`src/rtl/rr_arb_pkg.sv`:
```
// rtl/rr_arb_pkg.sv - shared types and rotating-priority pick helper for rr_mux_arbiter
package rr_arb_pkg;

  localparam int NUM_REQ = 4;
  localparam int SEL_W   = 2;

  typedef logic [SEL_W-1:0]   sel_t;
  typedef logic [NUM_REQ-1:0] req_vec_t;

  typedef enum logic {
    SLOT_EMPTY = 1'b0,
    SLOT_FULL  = 1'b1
  } slot_t;

  typedef struct packed {
    logic found;
    sel_t idx;
  } pick_t;

  // Walk from the farthest candidate back to ptr so the closest requester wins.
  function automatic pick_t rr_pick(req_vec_t req, sel_t ptr);
    pick_t res;
    sel_t  cand;
    res = '0;
    for (int k = NUM_REQ - 1; k >= 0; k--) begin
      cand = ptr + sel_t'(k);
      if (req[cand]) begin
        res.found = 1'b1;
        res.idx   = cand;
      end
    end
    return res;
  endfunction

endpackage

```
`src/rtl/rr_pick_logic.sv`:
```
// rtl/rr_pick_logic.sv - combinational priority rotate: first requester at or after ptr
module rr_pick_logic
  import rr_arb_pkg::*;
(
  input  req_vec_t req,
  input  sel_t     ptr,
  output logic     found,
  output sel_t     idx
);

  pick_t pick;

  assign pick  = rr_pick(req, ptr);
  assign found = pick.found;
  assign idx   = pick.idx;

endmodule

```
`src/rtl/rr_mux_arbiter.sv`:
```
// rtl/rr_mux_arbiter.sv - 4-way round-robin arbiter feeding one registered valid/ready slot
// Optional grant lock input when ARB_LOCK_EN is defined.
module rr_mux_arbiter
  import rr_arb_pkg::*;
#(
  parameter int DATA_W  = 4,
  parameter int NUM_REQ = 4
) (
  input  logic              clk,
  input  logic              rst_n,
  input  logic [3:0]        req,
`ifdef ARB_LOCK_EN
  input  logic [3:0]        lock,
`endif
  input  logic [DATA_W-1:0] data_a,
  input  logic [DATA_W-1:0] data_b,
  input  logic [DATA_W-1:0] data_c,
  input  logic [DATA_W-1:0] data_d,
  output logic [3:0]        gnt,
  output logic [1:0]        sel,
  output logic              out_valid,
  output logic [DATA_W-1:0] out_data,
  output logic [1:0]        out_src,
  input  logic              out_ready
);

  if (NUM_REQ != 4) begin : g_bad_num_req
    $error("rr_mux_arbiter supports NUM_REQ == 4 only");
  end

  slot_t             slot_q, slot_d;
  sel_t              ptr_q, last_q;
  logic              pick_found;
  sel_t              pick_idx;
  logic              win_found;
  sel_t              win_idx;
  logic              lock_hold;
  logic              can_accept;
  logic              accept;
  logic [DATA_W-1:0] mux_data;

  rr_pick_logic u_pick (
    .req   (req),
    .ptr   (ptr_q),
    .found (pick_found),
    .idx   (pick_idx)
  );

`ifdef ARB_LOCK_EN
  logic granted_q;

  always_ff @(posedge clk or negedge rst_n) begin
    if (!rst_n) granted_q <= 1'b0;
    else if (accept) granted_q <= 1'b1;
  end
`endif

  // A held lock overrides rotation and keeps ptr where it is.
  always_comb begin
    win_found = pick_found;
    win_idx   = pick_idx;
    lock_hold = 1'b0;
`ifdef ARB_LOCK_EN
    if (granted_q && lock[last_q] && req[last_q]) begin
      win_found = 1'b1;
      win_idx   = last_q;
      lock_hold = 1'b1;
    end
`endif
  end

  assign out_valid  = (slot_q == SLOT_FULL);
  assign can_accept = !out_valid || out_ready;
  assign accept     = can_accept && win_found;
  assign gnt        = accept ? (req_vec_t'(1) << win_idx) : '0;
  assign sel        = accept ? win_idx : last_q;

  always_comb begin
    mux_data = data_a;
    case (sel)
      2'd0: mux_data = data_a;
      2'd1: mux_data = data_b;
      2'd2: mux_data = data_c;
      2'd3: mux_data = data_d;
      default: mux_data = data_a;
    endcase
  end

  always_comb begin
    slot_d = slot_q;
    case (slot_q)
      SLOT_EMPTY: if (accept) slot_d = SLOT_FULL;
      SLOT_FULL:  if (out_ready) slot_d = accept ? SLOT_FULL : SLOT_EMPTY;
      default:    slot_d = SLOT_EMPTY;
    endcase
  end

  always_ff @(posedge clk or negedge rst_n) begin
    if (!rst_n) begin
      slot_q   <= SLOT_EMPTY;
      ptr_q    <= '0;
      last_q   <= '0;
      out_data <= '0;
      out_src  <= '0;
    end else begin
      slot_q <= slot_d;
      if (accept) begin
        out_data <= mux_data;
        out_src  <= win_idx;
        last_q   <= win_idx;
        if (!lock_hold) ptr_q <= win_idx + sel_t'(1);
      end
    end
  end

endmodule

```
`config.mk`:
```
export PLATFORM = sky130hd
export DESIGN_NAME = rr_mux_arbiter
export DESIGN_NICKNAME = d
export VERILOG_FILES = /design/src/rtl/rr_arb_pkg.sv /design/src/rtl/rr_pick_logic.sv /design/src/rtl/rr_mux_arbiter.sv
export SDC_FILE = /design/constraint.sdc
export NUM_CORES = 1
export LEC_CHECK = 0
export CORE_AREA = 2 2 41 51
export DETAILED_ROUTE_END_ITERATION = 6
export DIE_AREA = 0 0 43 53
export PLACE_DENSITY_LB_ADDON = 0.05
export REMOVE_ABC_BUFFERS = 1
export SYNTH_ARGS = -nofsm -noshare
export SYNTH_HDL_FRONTEND = slang
export SYNTH_SLANG_ARGS = --single-unit
```
`constraint.sdc`:
```
create_clock -name clk -period 2.8 [get_ports clk]
set_input_delay 0.56 -clock clk [delete_from_list [all_inputs] [get_ports clk]]
set_output_delay 0.56 -clock clk [all_outputs]
set_load 0.05 [all_outputs]
```
==> results of run 1 <==
## report_power, final
group	switching (uW)	total (uW)	internal (uW)
logic	388	686	298
clock network	60.1	113	52.9
registers	36.8	253	217
total	484	1050	568
## critical path, cell delays in order
cell and delay [ns]:
clkdlybuf4s50_1 0.55, o221ai_1 0.18, a21o_1 0.25, buf_4 0.15, ha_1 0.18, and2_1 0.13, buf_4 0.18
## final timing paths
path                            start     endpoint  cells past startpoint
setup reg to reg             ptr_q[0]  out_data[1]                      7
setup / recovery               req[3]       gnt[0]                      7
hold / removal             out_src[0]   out_src[0]                      1
max in group asynchronous       rst_n     ptr_q[0]                      1
min in group asynchronous       rst_n    last_q[0]                      1
hold reg to reg            out_src[0]   out_src[0]                      1
## per-stage QoR
step,std cells,TNS [ns]
finish,141,0
global placement,134,-0.153
detailed placement,134,-0.197
floorplan,72,0
CTS,139,0
global route,141,0
## sequential cells by signal (all words and copies together), names as in the netlist
register,flops
last_q,2
out_data,4
out_src,2
out_valid,1
ptr_q,2
## cell type report
type,count,area [um2]
clock buffer,3,22.5
clock inverter,1,5.00
fill,148,574
inverter,7,26.3
multi-input combinational,54,384
sequential,11,275
tap,19,23.8
timing repair buffer,46,475
## cells in the mapped netlist
cell type | number | area, um2
mux2i_1 | 4 | 40.0
dfrtp_1 | 11 | 275
a221oi_1 | 4 | 35.0
inv_2 | 1 | 3.75
a221o_1 | 1 | 10.0
buf_2 | 1 | 5.00
a211oi_1 | 4 | 30.0
nor3_1 | 1 | 5.00
nand2_1 | 4 | 15.0
and2_1 | 4 | 25.0
nor4_1 | 1 | 6.26
inv_1 | 6 | 22.5
o31ai_2 | 1 | 12.5
a21o_1 | 6 | 45.0
nand2b_1 | 1 | 6.26
a21oi_1 | 4 | 20.0
nor2b_1 | 4 | 25.0
or3_1 | 1 | 6.26
buf_6 | 1 | 11.3
nor2_1 | 8 | 30.0
o221ai_1 | 1 | 8.76
o21ai_0 | 1 | 5.00
ha_1 | 4 | 50.1
## layer usage
layer	up-vias	track usage [%]
li1	360	-
met2	32	29.8
met1	340	21.2
met5	-	0
met4	0	8.59
met3	4	2.73
## timing repair
item	in CTS	in global routing
setup buffers	1	2
gates resized for setup	3	3
pin swaps	0	2
setup endpoints to repair	5	6
## logic make-up after synthesis
| logic type | Yosys count | synth area share (%) |
|---|---|---|
| muxes | 4 | 5.78 |
| AOI/OAI and AO/OA | 22 | 24.0 |
| buffers and inverters | 9 | 6.14 |
| adders and majority gates | 4 | 7.22 |
| and+or+nand+nor | 24 | 17.1 |
| DFF | 11 | 39.7 |
==> flow_summary.toml, run 1 <==
[route]
wl_met2_um = 867
drt_iter0_drc = 16
avgViaCountPerCell = 5.22
first_pass_iters = 4
drt-wirelength-per-cell_um = 12.4
wl_met3_um = 112
top_layer_used = "met4"
drt_wl_total_mm = 1.76
postRouteAntennaNets = 0
drcViolationCount = 0
wl_met1_um = 757
vias = 736

[final_layout]
layout_common_cells = "26 x clkdlybuf4s50_1, 12 x buf_4, 11 x dfrtp_1"
antenna_cells = 0
utilization_pct = 67.9
drive_above_1_share_pct = 20.5
layout.cells.most_common = "clkdlybuf4s50_1"
fin_area_um2 = 1210
area_growth_pct = 74.9
nets = 150

[cts]
htree_levels = 1
clockBufferDepth = 2
cts.clk_slew.worst_paths_ns = 0.08
clkSinkCount = 11
cts-root-buf = "clkbuf_4"
cts_buffers = 3
cts_tree = "yes"
clk_latency_ns = 0.27
hold_buffers = 0

[hold_path]
hold_class = "flip-flop to flip-flop"

[placement]
dpl-instance-area_um2 = 1150
dpl_worst_slack_ns = -0.0521
gp_congestion = 0.752
port_buffers = 35
dpl.hpwl_mm = 1.41

[timing]
finalCritPeriodShare_pct = 97.5
slew_violations = 0
tightest_slew_ns = 0.518
relSlewSlack_pct = 65.3
fin_crit_ns = 2.73
clock_skew_ns = 0.00124
rsz0062_at_grt = "false"
setup_viol_count_final = 0
worst_slack_ns = 0.0698
fmaxAchievable_mhz = 366
finalHoldViolCount = 0
hold-worst-slack_ns = 0.502

[grt]
grt.total_usage_pct = 17.4
grt_max_degree = 12
grt_pass1_wl_mm = 2.97
grt_pass1_vias = 734
antenna_found_initial = 0
gr-total-overflow = 0

[critical_path]
critPathCaptureType = "output port"
crit_fanout = 5
path_class = "input pin to output port"
crit_arrival_ns = 2.17
worstPathRequired_ns = 2.24
r2r_slack_ns = 0.93
critPathLaunchType = "input pin"

[yosys]
avgSynthCellArea_um2 = 9.37
ys_seq_area_share_pct = 39.7
syn_area_um2 = 693
synth-seq-cells = 11
syn_inst = 74
yosysWarnings = 0
synth.distinct_cells = 23

[die]
die_h_um = 53
die-area_um2 = 2280
die_w_um = 43
core_area_um2 = 1790
core.rowCount = 17
ios = 36
initial_utilization_pct = 38.8

[status]
status = "finished clean"

[power]
vdd_ir_drop_max_mv = 0.562
power_uw = 1050
p_leak_uw = 0.000604
p_per_area_nw_per_um2 = 868

[job]
cap_viol_max_count = 0
(Power assumes the default switching activity.)
==> run 2: changes to the inputs <==
--- a/config.mk
+++ b/config.mk
@@ -5,9 +5,9 @@
 export SDC_FILE = /design/constraint.sdc
 export NUM_CORES = 1
 export LEC_CHECK = 0
-export CORE_AREA = 2 2 41 51
+export CORE_AREA = 2 2 45 47
 export DETAILED_ROUTE_END_ITERATION = 6
-export DIE_AREA = 0 0 43 53
+export DIE_AREA = 0 0 47 49
 export PLACE_DENSITY_LB_ADDON = 0.05
 export REMOVE_ABC_BUFFERS = 1
 export SYNTH_ARGS = -nofsm -noshare
==> flow_summary.toml, run 2 (synthesis gave the netlist of run 1 again) <==
[timing]
finalCritPeriodShare_pct = 96.2
rsz0062_at_grt = "false"
relSlewSlack_pct = 65.9
fmaxAchievable_mhz = 371
slew_violations = 0
setup_viol_count_final = 0
timing.setup.tns_ns = 0
worst_slack_ns = 0.107
fin_crit_ns = 2.69
tightest_slew_ns = 0.510
clock_skew_ns = 0.00292
finalHoldViolCount = 0

[die]
core.rowCount = 16
die-area_um2 = 2300
die_w_um = 47
core_area_um2 = 1840
ios = 36
initial_utilization_pct = 37.6
die_h_um = 49

[placement]
gp_congestion = 0.838
dpl.hpwl_mm = 1.39
port_buffers = 35
dpl-instance-area_um2 = 1160
dpl_worst_slack_ns = -0.0502

[critical_path]
r2r_cells = 7
path_class = "input pin to output port"
r2r_start = "ptr_q[0]"
crit_arrival_ns = 2.13
cpPeakStageDelay_ns = 0.55
critPathCaptureType = "output port"
path_cells = "clkdlybuf4s50_1 -> nor3_1 -> or3_4 -> inv_1 -> ha_1 -> and2_1 -> buf_12"
crit_slowest_cell = "clkdlybuf4s50_1"
critPathLaunchType = "input pin"
cp-startpoint = "req[3]"
crit_fanout = 5
worstPathRequired_ns = 2.24

[cts]
clkSinkCount = 11
cts_buffers = 3
htree_levels = 1
clk_latency_ns = 0.26
clockBufferDepth = 2
cts_tree = "yes"
cts.clk_slew.worst_paths_ns = 0.07
cts-root-buf = "clkbuf_4"

[route]
first_pass_iters = 4
drt-wirelength-per-cell_um = 12.0
drt_iter0_drc = 8
drt_wl_total_mm = 1.77
drcViolationCount = 0
vias = 707
avgViaCountPerCell = 4.78
postRouteAntennaNets = 0

[hold_path]
whs_path_depth = 1
hold_class = "flip-flop to flip-flop"
min_from = "out_src[0]"

[final_layout]
antenna_cells = 0
area_growth_pct = 74.2
fillerInstances = 160
fin_area_um2 = 1210
largest_register_ffs = 4
nets = 149
layout_common_cells = "26 x clkdlybuf4s50_1, 12 x buf_4, 11 x dfrtp_1"
regMostFlops = "out_data"
layout.cells.most_common = "clkdlybuf4s50_1"
drive_above_1_share_pct = 19.0

[grt]
gr-total-overflow = 0
antenna_found_initial = 0
grt_max_degree = 12
grt.total_usage_pct = 18.1
grt_pass1_wl_mm = 3.08
grt_pass1_vias = 734

[power]
p_leak_uw = 0.000594
power_uw = 1030
vdd_ir_drop_max_mv = 0.527
p_per_area_nw_per_um2 = 851

[job]
cap_viol_max_count = 0

[status]
status = "finished clean"
run 2: worst paths after layout:
path | to | slack (ns)
worst max-delay path | gnt[3] | 0.11
worst min-delay path | out_src[0] | 0.49
worst max register to register | out_data[2] | 0.94
worst min register to register | out_src[0] | 0.49
max in group asynchronous | ptr_q[0] | 1.83
min in group asynchronous | last_q[1] | 0.63
run 2: layout make-up:
type | instances | area [um2] | area share [%]
Timing Repair Buffer | 45 | 464 | 38.4
Inverter | 7 | 26.3 | 2.18
Multi-Input combinational cell | 54 | 382 | 31.6
Tap cell | 27 | 33.8 | 2.80
Clock buffer | 4 | 26.3 | 2.18
Sequential cell | 11 | 275 | 22.8
run 2: what timing repair did:
action,CTS,global route
hold buffers,0,0
pin swaps,0,1
resized for setup,2,3
buffers inserted,1,0
endpoints found under the setup margin,4,6
run 2: critical path, delay by kind of cell:
kind	cells	cell delay, ns
adder cells (fa/ha/maj)	1	0.13
AND/OR/NAND/NOR	3	0.67
buffers and inverters	3	0.77
run 2: power breakdown:
group / total, uW / internal (uW) / leakage (uW) / switching, uW
clock network: 107 / 55.0 / 0.0000150 / 52.0
logic: 670 / 284 / 0.000453 / 386
registers: 251 / 217 / 0.000127 / 34.5
total: 1030 / 555 / 0.000594 / 472
run 2: routing by layer:
metal	track usage (%)	wire, um	vias to the layer above
li1	-	-	355
met1	26.1	842	336
met2	28.1	846	14
met3	2.96	66	2
met4	4.17	13	0
met5	0	0	-
run 2: through the flow:
stage | hold slack [ns] | cells | utilization, %
after floorplan | 0.264 | 72 | -
after global placement | 0.469 | 143 | 63.2
after detailed placement | 0.468 | 143 | 63.2
after CTS | 0.495 | 148 | 65.2
after global routing | 0.525 | 148 | 65.6
final | 0.495 | 148 | 65.6
==> run 3: changes to the inputs <==
--- a/config.mk
+++ b/config.mk
@@ -5,9 +5,11 @@
 export SDC_FILE = /design/constraint.sdc
 export NUM_CORES = 1
 export LEC_CHECK = 0
+export ABC_CLOCK_PERIOD_IN_PS = 2800
 export CORE_AREA = 2 2 45 47
 export DETAILED_ROUTE_END_ITERATION = 6
 export DIE_AREA = 0 0 47 49
+export HOLD_SLACK_MARGIN = 0.03
 export PLACE_DENSITY_LB_ADDON = 0.05
 export REMOVE_ABC_BUFFERS = 1
 export SYNTH_ARGS = -nofsm -noshare
==> results of run 3 <==
Same layout as run 2: the final DEF is identical, and so are final timing and power.
